### config.mk
export PLATFORM = sky130hd
export DESIGN_NAME = cache_arbiter
export DESIGN_NICKNAME = d
export VERILOG_FILES = /design/src/rtl/cache_arbiter.sv
export SDC_FILE = /design/constraint.sdc
export NUM_CORES = 1
export LEC_CHECK = 0
export CORE_AREA = 3 3 40 42
export CTS_BUF_LIST = sky130_fd_sc_hd__clkbuf_8
export CTS_CLUSTER_DIAMETER = 30
export DETAILED_ROUTE_END_ITERATION = 8
export DIE_AREA = 0 0 43 45
export PLACE_DENSITY = 0.84
export RECOVER_POWER = 50
export SYNTH_ARGS = -nofsm -noshare
export SYNTH_HDL_FRONTEND = slang
export SYNTH_SLANG_ARGS = --single-unit
### constraint.sdc
create_clock -name clk -period 2 [get_ports clk]
set_clock_uncertainty 0.15 [all_clocks]
set_input_delay 0.3 -clock clk [delete_from_list [all_inputs] [get_ports clk]]
set_output_delay 0.3 -clock clk [all_outputs]
set_load 0.02 [all_outputs]
### src/rtl/cache_arbiter.sv
// rtl/cache_arbiter.sv - round-robin two-requester arbiter and access sequencer for the shared cache
module cache_arbiter #(
    parameter int CACHE_LAT = 2
) (
    input  logic clk,
    input  logic rst,
    input  logic proc1_Req,
    input  logic proc2_Req,
    input  logic mux_WE,
    output logic sel,
    output logic proc1_Gnt,
    output logic proc2_Gnt,
    output logic proc1_Ack,
    output logic proc2_Ack,
    output logic cache_En,
    output logic cache_WE,
    output logic busy
);

    typedef enum logic [1:0] {
        S_IDLE   = 2'd0,
        S_ACCESS = 2'd1,
        S_DONE   = 2'd2
    } state_t;

    // Counter reload: ACCESS lasts CACHE_LAT cycles, counting down to zero.
    localparam logic [3:0] LAT_M1 = 4'(CACHE_LAT - 1);

    state_t     r_state;
    state_t     w_state_nxt;
    logic       r_sel;
    logic       w_sel_nxt;
    logic       r_gnt1;
    logic       w_gnt1_nxt;
    logic       r_gnt2;
    logic       w_gnt2_nxt;
    logic       r_ack1;
    logic       w_ack1_nxt;
    logic       r_ack2;
    logic       w_ack2_nxt;
    logic       r_en;
    logic       w_en_nxt;
    logic [3:0] r_cnt;
    logic [3:0] w_cnt_nxt;
    logic       r_prio;
    logic       w_prio_nxt;
    logic       w_owner;

    // State and registered outputs; reset abandons any access without an Ack.
    always_ff @(posedge clk or posedge rst) begin
        if (rst) begin
            r_state <= S_IDLE;
            r_sel   <= 1'b0;
            r_gnt1  <= 1'b0;
            r_gnt2  <= 1'b0;
            r_ack1  <= 1'b0;
            r_ack2  <= 1'b0;
            r_en    <= 1'b0;
            r_cnt   <= 4'd0;
            r_prio  <= 1'b0;
        end else begin
            r_state <= w_state_nxt;
            r_sel   <= w_sel_nxt;
            r_gnt1  <= w_gnt1_nxt;
            r_gnt2  <= w_gnt2_nxt;
            r_ack1  <= w_ack1_nxt;
            r_ack2  <= w_ack2_nxt;
            r_en    <= w_en_nxt;
            r_cnt   <= w_cnt_nxt;
            r_prio  <= w_prio_nxt;
        end
    end

    // Next-state and next-output decode; everything holds unless a transition changes it.
    always_comb begin
        w_state_nxt = r_state;
        w_sel_nxt   = r_sel;
        w_gnt1_nxt  = r_gnt1;
        w_gnt2_nxt  = r_gnt2;
        w_ack1_nxt  = 1'b0;
        w_ack2_nxt  = 1'b0;
        w_en_nxt    = r_en;
        w_cnt_nxt   = r_cnt;
        w_prio_nxt  = r_prio;
        w_owner     = 1'b0;
        case (r_state)
            S_IDLE: begin
                if (proc1_Req || proc2_Req) begin
                    // Contention is settled by prio; a lone request wins outright.
                    w_owner     = (proc1_Req && proc2_Req) ? r_prio : proc2_Req;
                    w_sel_nxt   = w_owner;
                    w_gnt1_nxt  = ~w_owner;
                    w_gnt2_nxt  = w_owner;
                    w_en_nxt    = 1'b1;
                    w_cnt_nxt   = LAT_M1;
                    w_state_nxt = S_ACCESS;
                end
            end
            S_ACCESS: begin
                if (r_cnt != 4'd0) begin
                    w_cnt_nxt = r_cnt - 4'd1;
                end else begin
                    w_state_nxt = S_DONE;
                    w_en_nxt    = 1'b0;
                    w_ack1_nxt  = r_gnt1;
                    w_ack2_nxt  = r_gnt2;
                    // The requester just served loses priority for the next contention.
                    w_prio_nxt  = ~r_sel;
                end
            end
            S_DONE: begin
                w_state_nxt = S_IDLE;
                w_gnt1_nxt  = 1'b0;
                w_gnt2_nxt  = 1'b0;
            end
            default: begin
                w_state_nxt = S_IDLE;
                w_gnt1_nxt  = 1'b0;
                w_gnt2_nxt  = 1'b0;
                w_en_nxt    = 1'b0;
            end
        endcase
    end

    assign sel       = r_sel;
    assign proc1_Gnt = r_gnt1;
    assign proc2_Gnt = r_gnt2;
    assign proc1_Ack = r_ack1;
    assign proc2_Ack = r_ack2;
    assign cache_En  = r_en;
    assign cache_WE  = mux_WE & r_en;
    assign busy      = (r_state != S_IDLE);

endmodule

### After elaboration in Yosys (flattened, before gate mapping)

Index checks and enable logic that the tools add are counted.

| cells by class | value |
|---|---|
| multiplexer cells | 18 |
| reductions and logical operators | 12 |
| bitwise gates (word level) | 6 |
| eq/ne operators | 5 |
| $add $sub $neg | 1 |

Operator list:

| operator | number |
|---|---|
| two-way mux 1 bit | 9 |
| two-way mux 4 bit | 2 |
| one-hot mux 4 bit (2 select lines) | 1 |
| AND reduction 2 bit | 4 |
| inequality test 2 bit, second input constant | 3 |
| AND reduction 3 bit | 2 |
| NOT 1 bit | 5 |
| two-way mux 2 bit | 2 |
| one-hot mux 1 bit (2 select lines) | 2 |
| one-hot mux 2 bit (2 select lines) | 1 |
| nonzero test 2 bit | 2 |
| nonzero test 4 bit | 1 |
| subtractor 4 x 1 -> 4 bit, second input constant | 1 |
| one-hot mux 1 bit (3 select lines) | 1 |
| equality test 2 x 1 -> 1 bit, second input constant | 1 |
| equality test 2 bit, second input constant | 1 |
| zero test 2 bit | 1 |
| AND 1 bit | 1 |
| logical AND 1 bit | 1 |
| logical OR 1 bit | 1 |

| storage, ports and cells | value |
|---|---|
| register bits | 13 |
| input bits | 5 |
| output and inout bits | 8 |
| word-level logic and storage cells | 51 |

### Longest topological paths before layout

| logic depth | value |
|---|---|
| word-level depth | 5 |
| mapped depth | 5 |
| depth with buffers taken out | 5 |

### Worst setup path before layout

OpenSTA, ideal clock, no wires.

| timing path | value |
|---|---|
| path kind | reg2reg |
| from | register r_cnt[0] |
| to | register r_prio |
| buffers on the path | 0 |
| setup time | 0.080 ns |
| period minus slack after synthesis | 1.536 ns |
| arrival | 1.306 ns |
| required time | 1.770 ns |
| cell stages (with the launch flop) | 6 |
| setup slack | 0.464 ns |
| cell sequence | dfrtp_1 > inv_1 > ha_1 > nor3b_4 > and3b_4 > mux2i_1 |

| on the way | value |
|---|---|
| cells in the longest elaborated chain, start to end | 3 |

RTL lines:

| what | RTL line | text |
|---|---|---|
| start, declared | 43 | `logic [3:0] r_cnt;` |
| start signal, assigned | 69 | `r_cnt <= w_cnt_nxt;` |
| nonzero test 4 bit | 100 | `if (r_cnt != 4'd0) begin` |
| NOT 1 bit (no line) | - |  |
| AND reduction 2 bit (no line) | - |  |
| end signal, assigned | 70 | `r_prio <= w_prio_nxt;` |
| end, declared | 45 | `logic r_prio;` |

No other way between the ends.
A chain may end at the register's enable or synchronous reset.

### Final worst setup path

| timing path | value |
|---|---|
| from | input mux_WE |
| to | output cache_WE |

| on the way | value |
|---|---|
| cells in the longest elaborated chain, start to end | 1 |

RTL lines:

| what | RTL line | text |
|---|---|---|
| start, declared | 9 | `input logic mux_WE,` |
| AND 1 bit | 131 | `assign cache_WE = mux_WE & r_en;` |
| end, declared | 16 | `output logic cache_WE,` |

No other way between the ends.

==> run summary <==
Status -> completed
Gp weighted congestion -> 0.8147
Port Buf Inserts -> 12
RSZ-0062 raised after global routing -> no
Post-CTS setup buffer count -> 0
Num rows -> 13
Crit path DAT -> 1460 ps
Fin crit period -> 1912 ps
Initial antenna violation count -> 0
Syn avg cell area -> 10.47 µm²
Worst Path Buf+Inv -> 2
CTS max path bufs -> 2
CTS Sinks -> 13
Pwr/cell area -> 1607 mW/mm²
Predominant post-synthesis flop cell -> dfrtp_1
XOR/XNOR share of the synthesized area -> 0
CTS tree -> built
Global-route wire length before repair -> 2208 µm
Core Box Area -> 0.001285 mm²
Max VDD drop -> 0.0009192 V
Comb pwr share -> 0.495
Crit path kind -> in2out
Setup Viol. Count Final -> 0
Startpoint Class -> primary input
Yosys top cell area share -> 0.4934
Post-synthesis compound-gate area fraction -> 0.1917
WL final -> 1263 µm
Routed wire per std cell -> 13.44 µm
Fmax -> 0.5230 GHz
Largest family of logic cells by synthesized area -> simple AND/OR/NAND/NOR gates
DR pass1 iterations -> 3
Most frequent cell on the critical path -> clkdlybuf4s50_1
Adder-cell share of the synthesized area -> 0.03795
Crit path capture type -> output pin
Post-synthesis register bit count -> 13
EDFF count, synth -> 0
Syn_nets -> 70
Switching power -> 0.0005060 W
Pin count of the biggest net entering global routing -> 16
Largest cells by area after synthesis -> dfrtp_1, inv_1, ha_1
Hold crit path type -> reg2reg
Fin. Hold Viols -> 0
Critical path's slowest cell -> clkdlybuf4s50_1
Final TNS setup -> 0 ps
Synth Instances -> 63
Clock root cell -> clkbuf_8
Area leader, netlist -> dfrtp_1
Post-Synth Simple-Gate Area -> 0.2011
Starting DRT DRC Count -> 9
Share of cells above drive strength 1 -> 0.1139
Max cap viols -> 0
Crit path max-delay family -> buffers and inverters
Worst-skew pair later-pin latency -> 240 ps
Crit-path cells -> clkdlybuf4s50_1 > and2_1 > clkdlybuf4s50_1
Internal power -> 0.0008491 W
DRC -> 0
Via count of the first global-routing pass -> 511
Detail Route Antenna Nets -> 0
PostCTS Resize Cnt -> 0
Ports -> 13
Cell variety after synth -> 29
H-tree depth -> 1
Slew margin rel. -> 0.6834
Worst-path fanout max -> 1
Layout Cells excl Fill -> 94
Overall Global Routing Usage -> 0.1619
Sw frac -> 0.3734
Dpl hpwl -> 925.4 µm
Initial core utilization -> 0.5131
Grt total ovfl -> 0
Via count -> 530
Vert. Die Dim -> 45 µm
Syn Std Cell Area -> 659.4 µm²
Clock Power Share -> 0.164
Die area -> 0.001935 mm²
Worst-Margin Slew -> 471.2 ps
Area growth, synth to finish -> 27.89%
Hold buffer count at cts -> 0
Placed insts -> 90
Ys async rst share -> 1.000
Lkg Pwr -> 0.3759 nW
Ant diodes -> 0
Cts bufs inserted -> 3
Period utilisation layout -> 0.9560
Sequential Power Share -> 0.341
Multiplexer share of the synthesized area -> 0.01518
CP Data Required Time -> 1550 ps
Slew Limit Fails -> 0
Fill count -> 119
Synth warn -> 0
CP max stage delay -> 600 ps
Die Width -> 43 µm
Vias per cell -> 5.638
Sequential-to-total area share from yosys stat -> 0.4934
Final nets -> 87
Clk pin slew, worst setup/hold paths -> 50 ps
per-stage QoR:
stage	hold WS, ps	setup WS, ps	total power, W	cell area [µm²]	utilization
floorplan	26.96	463.9	0.0009100	659.4	-
global placement	320.9	98.78	0.001114	803.3	0.6251
detailed placement	341.8	77.61	0.001143	803.3	0.6251
CTS	235.6	74.70	0.001374	848.3	0.6602
global route	374.6	55.19	0.001472	843.3	0.6563
finish	342.7	88.06	0.001355	843.3	0.6563
worst register-to-register path: stages, from the launching register on:
cell	delay (ps)
dfrtp_1	380
inv_1	130
ha_1	190
nor3b_4	340
and3b_4	290
mux2i_1	170
logic make-up after synthesis:
family | after synthesis
fa+ha+maj | 2
mux | 1
buf+inv | 10
simple gates | 20
flops | 13
compound gates | 17
Yosys cell counts (2+ instances only):
library cell	n
and2_1	3
nand2b_1	2
o21ai_0	5
nor2_1	3
a21oi_1	2
nand3_1	2
nand2_1	3
buf_2	2
dfrtp_1	13
inv_1	8
ha_1	2
layout make-up:
type | count | area (µm²) | area share
Clock buffer | 3 | 41.29 | 0.04896
Clock inverter | 1 | 3.754 | 0.004451
Inverter | 8 | 30.03 | 0.03561
Multi-Input combinational cell | 40 | 289.0 | 0.3427
Sequential cell | 13 | 325.3 | 0.3858
Tap cell | 15 | 18.77 | 0.02226
Timing Repair Buffer | 14 | 135.1 | 0.1602
state kept, by name, indices dropped and copies added, names as in the netlist:
signal / flops
cache_En: 1
proc2_Ack: 1
r_state: 2
sel: 1
proc1_Gnt: 1
r_prio: 1
proc2_Gnt: 1
proc1_Ack: 1
r_cnt: 4
final timing paths:
path | cells after the start | end | from | slack (ps)
worst max-delay path | 3 | cache_WE | mux_WE | 90
worst min-delay path | 1 | r_prio$_DFFE_PP0P_ | sel$_DFFE_PP0P_ | 340
worst max register to register | 5 | r_prio$_DFFE_PP0P_ | r_cnt[0]$_DFFE_PP0P_ | 280
worst min register to register | 1 | r_prio$_DFFE_PP0P_ | sel$_DFFE_PP0P_ | 340
max in group asynchronous | 2 | r_cnt[0]$_DFFE_PP0P_ | rst | 1020
min in group asynchronous | 2 | proc2_Ack$_DFF_PP0_ | rst | 360
cells in the final DEF, fill, tap and decap left out, types with 2 or more instances in the layout:
| cell | synthesis | routed |
|---|---|---|
| a21oi_1 | 2 | 2 |
| and2_1 | 3 | 3 |
| buf_4 | 0 | 2 |
| clkbuf_8 | 0 | 3 |
| clkdlybuf4s50_1 | 0 | 10 |
| dfrtp_1 | 13 | 13 |
| dlygate4sd3_1 | 0 | 2 |
| ha_1 | 2 | 2 |
| inv_1 | 8 | 9 |
| nand2_1 | 3 | 3 |
| nand2b_1 | 2 | 2 |
| nand3_1 | 2 | 2 |
| nor2_1 | 3 | 3 |
| nor3_1 | 1 | 2 |
| o21ai_0 | 5 | 5 |
layer usage:
metal	vias to the layer above	GRT usage	wire length, µm
met5	-	0	0
met4	0	0.07229	21
met3	5	0.07171	69
met2	13	0.2545	605
met1	259	0.1929	568
li1	253	-	-
power groups by stage:
| stage | registers [W] | clock network, W | logic (W) |
|---|---|---|---|
| floorplan | 0.000514 | 0 | 0.000397 |
| global placement | 0.000459 | 0 | 0.000655 |
| detailed placement | 0.000467 | 0 | 0.000676 |
| CTS | 0.000463 | 0.000230 | 0.000681 |
| global route | 0.000482 | 0.000245 | 0.000744 |
| finish | 0.000462 | 0.000222 | 0.000671 |
Note: power is estimated with default switching activity, not from simulation.
